--- src/rtl/juice_vend_machine.sv ---
// rtl/juice_vend_machine.sv - coin-accumulating juice vending controller
// Optional JUICE_CHANGE_AMT_EN adds the change_amt output.
module juice_vend_machine (
  input  logic       clk,
  input  logic       rst_n,
  input  logic [2:0] dollar,
  output logic       juice_1,
  output logic       juice_2,
  output logic       return_change
`ifdef JUICE_CHANGE_AMT_EN
  ,
  output logic [2:0] change_amt
`endif
);

  localparam logic [0:0] IDLE = 1'b0;
  localparam logic [0:0] ONE  = 1'b1;

  localparam logic [2:0] PRICE_1 = 3'd2;
  localparam logic [2:0] PRICE_2 = 3'd5;

  logic [0:0] state;
  logic [0:0] state_nxt;
  logic [2:0] coin_val;
  logic [2:0] sum;
  logic [2:0] change;
  logic       juice_1_nxt;
  logic       juice_2_nxt;

  // Invalid codes decode to zero value so they behave exactly like "no coin".
  always_comb begin
    coin_val = 3'd0;
    case (dollar)
      3'b001:  coin_val = 3'd1;
      3'b010:  coin_val = 3'd2;
      3'b011:  coin_val = 3'd5;
      default: coin_val = 3'd0;
    endcase
  end

  assign sum = {2'b00, state} + coin_val;

  always_comb begin
    state_nxt   = state;
    juice_1_nxt = 1'b0;
    juice_2_nxt = 1'b0;
    change      = 3'd0;
    if (coin_val == PRICE_2) begin
      juice_2_nxt = 1'b1;
      change      = sum - PRICE_2;
      state_nxt   = IDLE;
    end else if (sum >= PRICE_1) begin
      juice_1_nxt = 1'b1;
      change      = sum - PRICE_1;
      state_nxt   = IDLE;
    end else if (coin_val != 3'd0) begin
      state_nxt   = ONE;
    end
  end

  always_ff @(posedge clk or negedge rst_n) begin
    if (!rst_n) begin
      state         <= IDLE;
      juice_1       <= 1'b0;
      juice_2       <= 1'b0;
      return_change <= 1'b0;
    end else begin
      state         <= state_nxt;
      juice_1       <= juice_1_nxt;
      juice_2       <= juice_2_nxt;
      return_change <= (change != 3'd0);
    end
  end

`ifdef JUICE_CHANGE_AMT_EN
  always_ff @(posedge clk or negedge rst_n) begin
    if (!rst_n) begin
      change_amt <= 3'd0;
    end else begin
      change_amt <= change;
    end
  end
`endif

endmodule

--- config.mk ---
export PLATFORM = sky130hd
export DESIGN_NAME = juice_vend_machine
export DESIGN_NICKNAME = d
export VERILOG_FILES = /design/src/rtl/juice_vend_machine.sv
export SDC_FILE = /design/constraint.sdc
export NUM_CORES = 1
export LEC_CHECK = 0
export BUFFER_PORTS_ARGS = -buffer_cell sky130_fd_sc_hd__buf_2
export CAP_MARGIN = 40
export CORE_AREA = 2 2 39 41
export CTS_BUF_LIST = sky130_fd_sc_hd__clkbuf_2 sky130_fd_sc_hd__clkbuf_4 sky130_fd_sc_hd__clkbuf_8
export DETAILED_ROUTE_END_ITERATION = 7
export DIE_AREA = 0 0 41 43
export MAX_ROUTING_LAYER = met4
export REMOVE_ABC_BUFFERS = 1
export SKIP_LAST_GASP = 1
export SLEW_MARGIN = 20
export SYNTH_ARGS = -nofsm -noshare
export SYNTH_HDL_FRONTEND = slang
export SYNTH_SLANG_ARGS = --single-unit
--- constraint.sdc ---
create_clock -name clk -period 2.65 [get_ports clk]
set_clock_uncertainty 0.2 [all_clocks]
set_input_delay 0.3975 -clock clk [delete_from_list [all_inputs] [get_ports clk]]
set_output_delay 0.3975 -clock clk [all_outputs]
set_load 0.05 [all_outputs]
Word level (Yosys, flattened, before mapping)
Cells that the tools add are included.

Logic and storage cells: 24. Flip-flop bits (word level): 4. Output and inout port bits: 3. Bits of input ports: 5.

Reduce and logical (&&, ||, !) cells: 3. Equal/unequal tests: 4. Mux-type cells: 9. $add $sub $neg: 3. Order comparisons: 1.

Operator list (number): 3-bit case mux with 3 select lines (1); 3-bit nonzero test (3); 3-bit by 2-bit == test with 1-bit output (second input constant) (2); 1-bit 2-to-1 mux (6); 3-bit 2-to-1 mux (2); 1-bit by 3-bit adder with 3-bit output (1); 3-bit by 1-bit == test with 1-bit output (second input constant) (1); 3-bit == test (second input constant) (1); 3-bit by 2-bit greater-or-equal comparator with 1-bit output (second input constant) (1); 3-bit by 2-bit subtractor with 3-bit output (second input constant) (1); 3-bit subtractor (second input constant) (1).

Logic depth before layout (Yosys ltp)
Gate-level depths: netlist (run 1).

Depth after elaboration: 7. Gate-level depth with buffers: 7. Depth with buffers taken out: 7.

Worst setup path before layout (run 1)
OpenSTA, ideal clock, no wires.

Kind: input -> register. Start: input dollar[2]. End: register return_change. Setup slack: 0.698 ns. Arrival: 1.664 ns. Cell stages on the path: 7. Library setup time: 0.088 ns. Required time: 2.362 ns. Path through: and2b_2 -> ha_1 -> ha_1 -> inv_1 -> ha_1 -> xnor2_1 -> a41oi_1.

Cells in the longest elaborated chain, start to end: 7. Elaborated cells between the ends (all ways): 12. Classes of those cells: add/sub (3); order compare (1); eq/ne (4); mux (3); reduce/logical (1).

Ends and longest elaborated chain: start: declaration (line 6) `input logic [2:0] dollar,`; 3-bit by 2-bit == test with 1-bit output / 3-bit by 1-bit == test with 1-bit output (equally long branches) (line 33) `case (dollar)`; 3-bit case mux with 3 select lines * (line 33); 1-bit by 3-bit adder with 3-bit output (line 41) `assign sum = {2'b00, state} + coin_val;`; 3-bit by 2-bit subtractor with 3-bit output / 3-bit by 2-bit greater-or-equal comparator with 1-bit output (equally long branches) (line 54, 52); 3-bit 2-to-1 mux (line 52) `end else if (sum >= PRICE_1) begin`; 3-bit 2-to-1 mux * (line 48) `if (coin_val == PRICE_2) begin`; 3-bit nonzero test * (line 71) `return_change <= (change != 3'd0);`; end signal: assignment (line 71); end: declaration (line 9) `output logic return_change`.

Every way passes the cells marked *; elsewhere a longest branch is shown, timed or not. A chain may end at the register's enable or synchronous reset.

Final worst setup path (run 1)
Same ends and word-level chain as after synthesis.

==> flow_metrics.py, run 1 <==
metrics = {
    "run_status": {
        "status": "complete, no violations",
    },
    "global_routing": {
        "gr-max-usage-layer": "met4",
        "grt_overflow_total": 0,
        "grt_util_met1_pct": 4.53,
        "maximum_number_of_pins_on_one_net_before_global_route_repair": 6,
        "global_route.usage.total_pct": 5.77,
        "globalRouteMet2Util_pct": 7.50,
        "number_of_antenna_violations_at_the_first_check_in_global_routing": 0,
        "grt_use_met3_pct": 3.14,
        "grt_pass1_vias": 163,
        "grt_first_pass_wirelength_um": 572,
    },
    "cells_and_area": {
        "layout.filler_cells": 141,
        "num_antenna_cells": 0,
        "synthToLayoutAreaGrowth_pct": 30.2,
        "fin_nets": 41,
        "finalCoreUtilization_pct": 23.8,
        "final_layout_size_suffix_gt1_share_pct": 38.7,
    },
    "critical_path": {
        "critPathBufInv": 2,
        "worst_setup_path_end_kind": "flip-flop",
        "critical-path-top-cell-by-count": "ha_1",
        "crit_required_ns": 2.60,
        "worstSetupStartpointType": "primary input",
        "cp_slowest_cell": "ha_1",
        "critical_path_arrival_ns": 1.85,
        "criticalPathCategory": "primary input to flip-flop",
        "crit_path_cell_trace": "buf_2, and2b_2, ha_1, ha_1, inv_1, ha_1, xnor2_1, a41oi_1",
        "crit_path_max_incr_delay_ns": 0.38,
        "crit_path_max_fanout": 4,
        "path_delay_family": "adder cells",
    },
    "floorplan": {
        "dieWidth_um": 41,
        "fp.dieArea_um2": 1760,
        "placeableCoreArea_um2": 1380,
        "initial_cell_density_of_the_core_pct": 18.3,
        "core.rowCount": 14,
        "design.portCount": 8,
        "die_height_um": 43,
    },
    "power_and_ir_drop": {
        "switchingPower_mw": 0.0668,
        "max-vdd-ir-drop_mv": 0.212,
        "power_density_nw_per_um2": 645,
        "clock_power_share_pct": 36.0,
        "power.combinational.fraction_pct": 30.4,
        "internal_power_mw": 0.145,
        "power.static_leakage_nw": 0.168,
        "seq_power_share_pct": 33.6,
        "netSwitchingFraction_pct": 31.5,
    },
    "logic_synthesis": {
        "yosysSeqAreaShare_pct": 39.6,
        "ys_top_cells_by_area": "dfrtp_1 (40%), ha_1 (15%), a2111oi_4 (11%)",
        "postSynthAreaPerCell_um2": 12.0,
        "synthArstFlopShare_pct": 100,
        "synth_enable_flop_cells": 0,
        "yosys_warnings": 0,
        "synth_common_cells": "dfrtp_1 (4), ha_1 (3), inv_1 (3)",
        "post-synth-top-area-cell": "dfrtp_1",
        "ys_types": 13,
        "yosys.cell_count.top_type": "dfrtp_1",
        "post_synth_instance_area_um2": 253,
        "yosys_register_bits": 4,
        "synth_top_area_share_pct": 39.6,
        "ys_dominant_reg_cell": "dfrtp_1",
        "postSynthCellCount": 21,
    },
    "clocking": {
        "clock_path_buffers": 2,
        "cts_inserted_buffers": 3,
        "clk-insertion-delay-late_ns": 0.23,
        "root_buffer": "clkbuf_4",
        "cts_num_sinks": 4,
        "cts.htree.levels": 1,
        "post_cts_sizing_count": 0,
        "clkSlewWorstSetupHoldPaths_ns": 0.04,
        "cts_tree": "yes",
    },
    "placed_design": {
        "count_of_buffers_from_port_buffering": 7,
        "place.gp.congestion": 0.633,
        "detailedPlacementHpwl_um": 327,
    },
    "sta": {
        "setup_viol": 0,
        "report.final.slew_viol_count": 0,
        "setup-tns-final_ns": 0,
        "tightestPinTransition_ns": 0.253,
        "finalHoldViolations": 0,
        "setup_repair_after_global_routing_missed_its_margin": "false",
        "fmaxAchievable_mhz": 529,
        "slew_headroom_pct": 83.3,
        "final_critical_path_share_of_the_clock_period_pct": 71.4,
        "period_needed_ns": 1.89,
    },
    "min_path": {
        "min_path_type": "primary input to asynchronous set/reset pin",
    },
    "drt": {
        "via_cell_ratio": 4.00,
        "drt-wirelength-per-cell_um": 8.70,
        "drcViolationCount": 0,
        "dr.pass1.iters": 2,
        "final_antenna_net_count": 0,
        "detail_route.wirelength_um": 409,
        "drtIter0Drc": 2,
        "route.vias.total": 188,
    },
    "job": {
        "max_cap_violations": 0,
    },
}
cell type report:
type	count	area (um^2)	area share, %
Multi-Input combinational cell	13	130	39.5
Timing Repair Buffer	8	45.0	13.7
Tap cell	16	20.0	6.08
Sequential cell	4	100	30.4
Clock buffer	3	22.5	6.84
Inverter	3	11.3	3.42
state kept, by name (all words and copies together) (netlist names):
register       flops
juice_1            1
return_change      1
state              1
juice_2            1
timing repair:
action                                 in CTS  in global routing
setup buffers                               0                  0
hold buffers                                1                  0
endpoints found under the hold margin       4                  0
stage by stage:
step	area (um^2)	setup slack [ns]	std cells	total power, mW	hold slack, ns
after floorplan	241	0.698	20	0.121	-0.0981
after global placement	297	0.504	43	0.135	0.00302
after detailed placement	297	0.514	43	0.136	0.00809
after CTS	329	0.753	47	0.216	0.289
after global routing	329	0.646	47	0.225	0.307
final	329	0.758	47	0.212	0.301
path summary, 6_finish.rpt:
path	startpoint	cells after the start	slack (ns)	endpoint
setup / recovery	dollar[2]	8	0.76	return_change
hold / removal	rst_n	2	0.30	juice_1
setup reg to reg	state	6	0.84	return_change
hold reg to reg	state	2	0.38	state
max in group asynchronous	rst_n	2	1.83	juice_2
min in group clk	dollar[2]	3	0.34	state
kinds of logic after synthesis:
logic type / after synthesis / synth area share, %
XOR/XNOR: 1 / 3.47
AO/OA/AOI/OAI: 4 / 20.3
AND/OR/NAND/NOR: 5 / 12.9
buffers and inverters: 4 / 8.91
flip-flops: 4 / 39.6
adder cells (fa/ha/maj): 3 / 14.9
placed cells by master (no fill, tap or decap):
master | netlist | layout
and3b_1 | 1 | 1
nor2_1 | 2 | 2
inv_1 | 3 | 3
o21bai_1 | 1 | 1
a2111oi_4 | 1 | 1
a211oi_1 | 1 | 1
dfrtp_1 | 4 | 4
and2b_2 | 1 | 1
clkbuf_4 | 0 | 3
ha_1 | 3 | 3
buf_2 | 0 | 7
xnor2_1 | 1 | 1
dlygate4sd3_1 | 0 | 1
a41oi_1 | 1 | 1
nor3b_1 | 1 | 1
layer usage:
layer	vias to the layer above	part of all wire (%)
met5	-	0
met4	0	3.4
met3	2	7.6
met2	6	49
met1	85	40
li1	95	-
power groups by stage:
stage / Combinational (mW) / Sequential, mW / Clock [mW]
after detailed placement: 0.0638 / 0.0722 / 0
after floorplan: 0.0337 / 0.0875 / 0
final: 0.0645 / 0.0712 / 0.0764
after CTS: 0.0653 / 0.0715 / 0.0794
after global placement: 0.0625 / 0.0720 / 0
after global routing: 0.0705 / 0.0720 / 0.0823
Power figures use the tool's default switching activity.
==> run 2, diff against run 1 <==
- clock period: 2.65 -> 1.8 ns (I/O delays scaled with it)
==> run 2 against run 1 <==
Net effect:
- clock-buffer cell count unchanged
- setup slack got worse by 0.67 ns
- final cell count increased by 4.3%
- critical path depth decreased by 2
- hold slack got worse by 0.12 ns
- via count increased by 2.7%
- non-clock buffer count increased by 2
- clock power increased by 44%
- critical endpoint unchanged
- sequential share of layout area decreased by 1.3 points
- final area increased by 4.6%
- global-route usage increased by 1.9 points
==> flow_metrics.py, run 2 (synthesis gave the netlist of run 1 again) <==
metrics = {
    "cells_and_area": {
        "leading_cell_types_in_the_layout_fill_and_taps_excluded": "buf_2 (7), dfrtp_1 (4), inv_1 (3), ha_1 (3), clkbuf_4 (3)",
        "layout_commonest_cell": "buf_2",
        "final_layout_size_suffix_gt1_share_pct": 42.4,
        "multi_input_area_um2": 130,
        "num_antenna_cells": 0,
        "synthToLayoutAreaGrowth_pct": 36.1,
        "seq_area_um2": 100,
        "fin_nets": 43,
        "stdcell_area_um2": 344,
        "layout.cells.non_filler": 49,
        "layout.filler_cells": 150,
    },
    "placed_design": {
        "placed_cell_area_um2": 312,
        "detailedPlacementHpwl_um": 356,
        "dpl.cell_count": 45,
        "place.gp.congestion": 0.608,
        "count_of_buffers_from_port_buffering": 7,
    },
    "power_and_ir_drop": {
        "switchingPower_mw": 0.0982,
        "netSwitchingFraction_pct": 31.1,
        "seq_power_share_pct": 33.2,
        "internal_power_mw": 0.217,
        "power.static_leakage_nw": 0.178,
        "power_density_nw_per_um2": 917,
        "fin_total_pwr_mw": 0.316,
        "power.combinational.fraction_pct": 32.0,
        "clock_power_share_pct": 34.8,
        "max-vdd-ir-drop_mv": 0.432,
    },
    "critical_path": {
        "path_delay_family": "adder cells",
        "crit_required_ns": 1.69,
        "cp_slowest_cell": "dfrtp_1",
        "crit_path_max_incr_delay_ns": 0.37,
        "crit_path_cell_trace": "ha_1, ha_1, inv_1, ha_1, xnor2_1, a41oi_1",
        "critical_path_arrival_ns": 1.60,
        "criticalPathCategory": "flip-flop to flip-flop",
        "worstSetupStartpointType": "flip-flop",
        "worst_setup_path_end_kind": "flip-flop",
        "critPathBufInv": 1,
        "crit_path_max_fanout": 2,
        "critical-path-top-cell-by-count": "ha_1",
    },
    "sta": {
        "setup_repair_after_global_routing_missed_its_margin": "false",
        "slew_headroom_pct": 82.2,
        "period_needed_ns": 1.72,
        "final_critical_path_share_of_the_clock_period_pct": 95.3,
        "setup_viol": 0,
        "fmaxAchievable_mhz": 583,
        "report.final.slew_viol_count": 0,
        "tightestPinTransition_ns": 0.268,
        "finalHoldViolations": 0,
    },
    "clocking": {
        "root_buffer": "clkbuf_4",
        "post_cts_sizing_count": 0,
        "cts_tree": "yes",
        "cts_num_sinks": 4,
        "clk-insertion-delay-late_ns": 0.23,
        "cts.htree.levels": 1,
        "clock_path_buffers": 2,
        "cts_inserted_buffers": 3,
        "clkSlewWorstSetupHoldPaths_ns": 0.04,
    },
    "floorplan": {
        "fp.dieArea_um2": 1760,
        "die_height_um": 43,
        "initial_cell_density_of_the_core_pct": 18.3,
        "design.portCount": 8,
        "core.rowCount": 14,
        "placeableCoreArea_um2": 1380,
        "dieWidth_um": 41,
    },
    "drt": {
        "drtIter0Drc": 2,
        "via_cell_ratio": 3.94,
        "drcViolationCount": 0,
        "dr.pass1.iters": 2,
        "drt-wirelength-per-cell_um": 9.39,
        "detail_route.wirelength_um": 460,
        "final_antenna_net_count": 0,
        "route.vias.total": 193,
    },
    "run_status": {
        "status": "complete, no violations",
    },
    "global_routing": {
        "maximum_number_of_pins_on_one_net_before_global_route_repair": 6,
        "global_route.usage.total_pct": 7.64,
        "grt_overflow_total": 0,
        "grt_pass1_vias": 197,
        "number_of_antenna_violations_at_the_first_check_in_global_routing": 0,
        "grt_first_pass_wirelength_um": 765,
    },
    "min_path": {
        "min_path_type": "primary input to asynchronous set/reset pin",
    },
    "job": {
        "max_cap_violations": 0,
    },
}
## run 2: cell count changes in the layout (fill, tap and decap cells not counted), sizes merged
cell and delta:
buf +2
## run 2: worst register-to-register path, cell delays in order, from the launching register on
cell,delay (ns)
dfrtp_1,0.37
ha_1,0.20
ha_1,0.29
inv_1,0.04
ha_1,0.20
xnor2_1,0.14
a41oi_1,0.13
## run 2: final cells by class
type | count | share of cell area [%]
timing repair buffer | 10 | 17.5
multi-input combinational | 13 | 37.8
sequential | 4 | 29.1
tap | 16 | 5.82
inverter | 3 | 3.27
clock buffer | 3 | 6.55
## run 2: metal layers
layer | global-route usage [%] | vias to the layer above | routed length [um]
li1 | - | 97 | -
met1 | 7.14 | 84 | 214
met2 | 8.75 | 10 | 184
met3 | 7.85 | 2 | 47
met4 | 6.00 | 0 | 14
met5 | - | - | 0
## run 2: repair_timing
item / CTS / global route
endpoints found under the hold margin: 4 / 0
hold buffers: 1 / 0
setup buffers: 0 / 0
setup endpoints to repair: 0 / 1
## run 2: final timing paths
check	from	end	depth (start not counted)	slack, ns
setup / recovery	state	return_change	6	0.08
hold / removal	rst_n	return_change	2	0.18
setup reg to reg	state	return_change	6	0.08
hold reg to reg	state	state	2	0.37
max in group asynchronous	rst_n	juice_2	2	1.10
min in group clk	dollar[2]	state	3	0.21
## run 2: stage by stage
step / TNS [ns] / hold WS, ns / setup WS (ns) / utilization [%]
after floorplan: -0.0246 / -0.226 / -0.0246 / -
after CTS: 0 / 0.161 / 0.0382 / 24.9
after detailed placement: -0.152 / -0.122 / -0.152 / 22.5
after global routing: 0 / 0.178 / 0.0230 / 24.9
after global placement: -0.111 / -0.126 / -0.111 / 22.5
final: 0 / 0.177 / 0.0846 / 24.9
## run 2: power groups by stage
stage	Combinational, mW	Sequential [mW]	Clock, mW
2_1_floorplan	0.0497	0.129	0
3_3_place_gp	0.0963	0.106	0
3_5_place_dp	0.0995	0.106	0
4_1_cts	0.101	0.105	0.116
5_1_grt	0.112	0.105	0.130
6_report	0.101	0.105	0.110
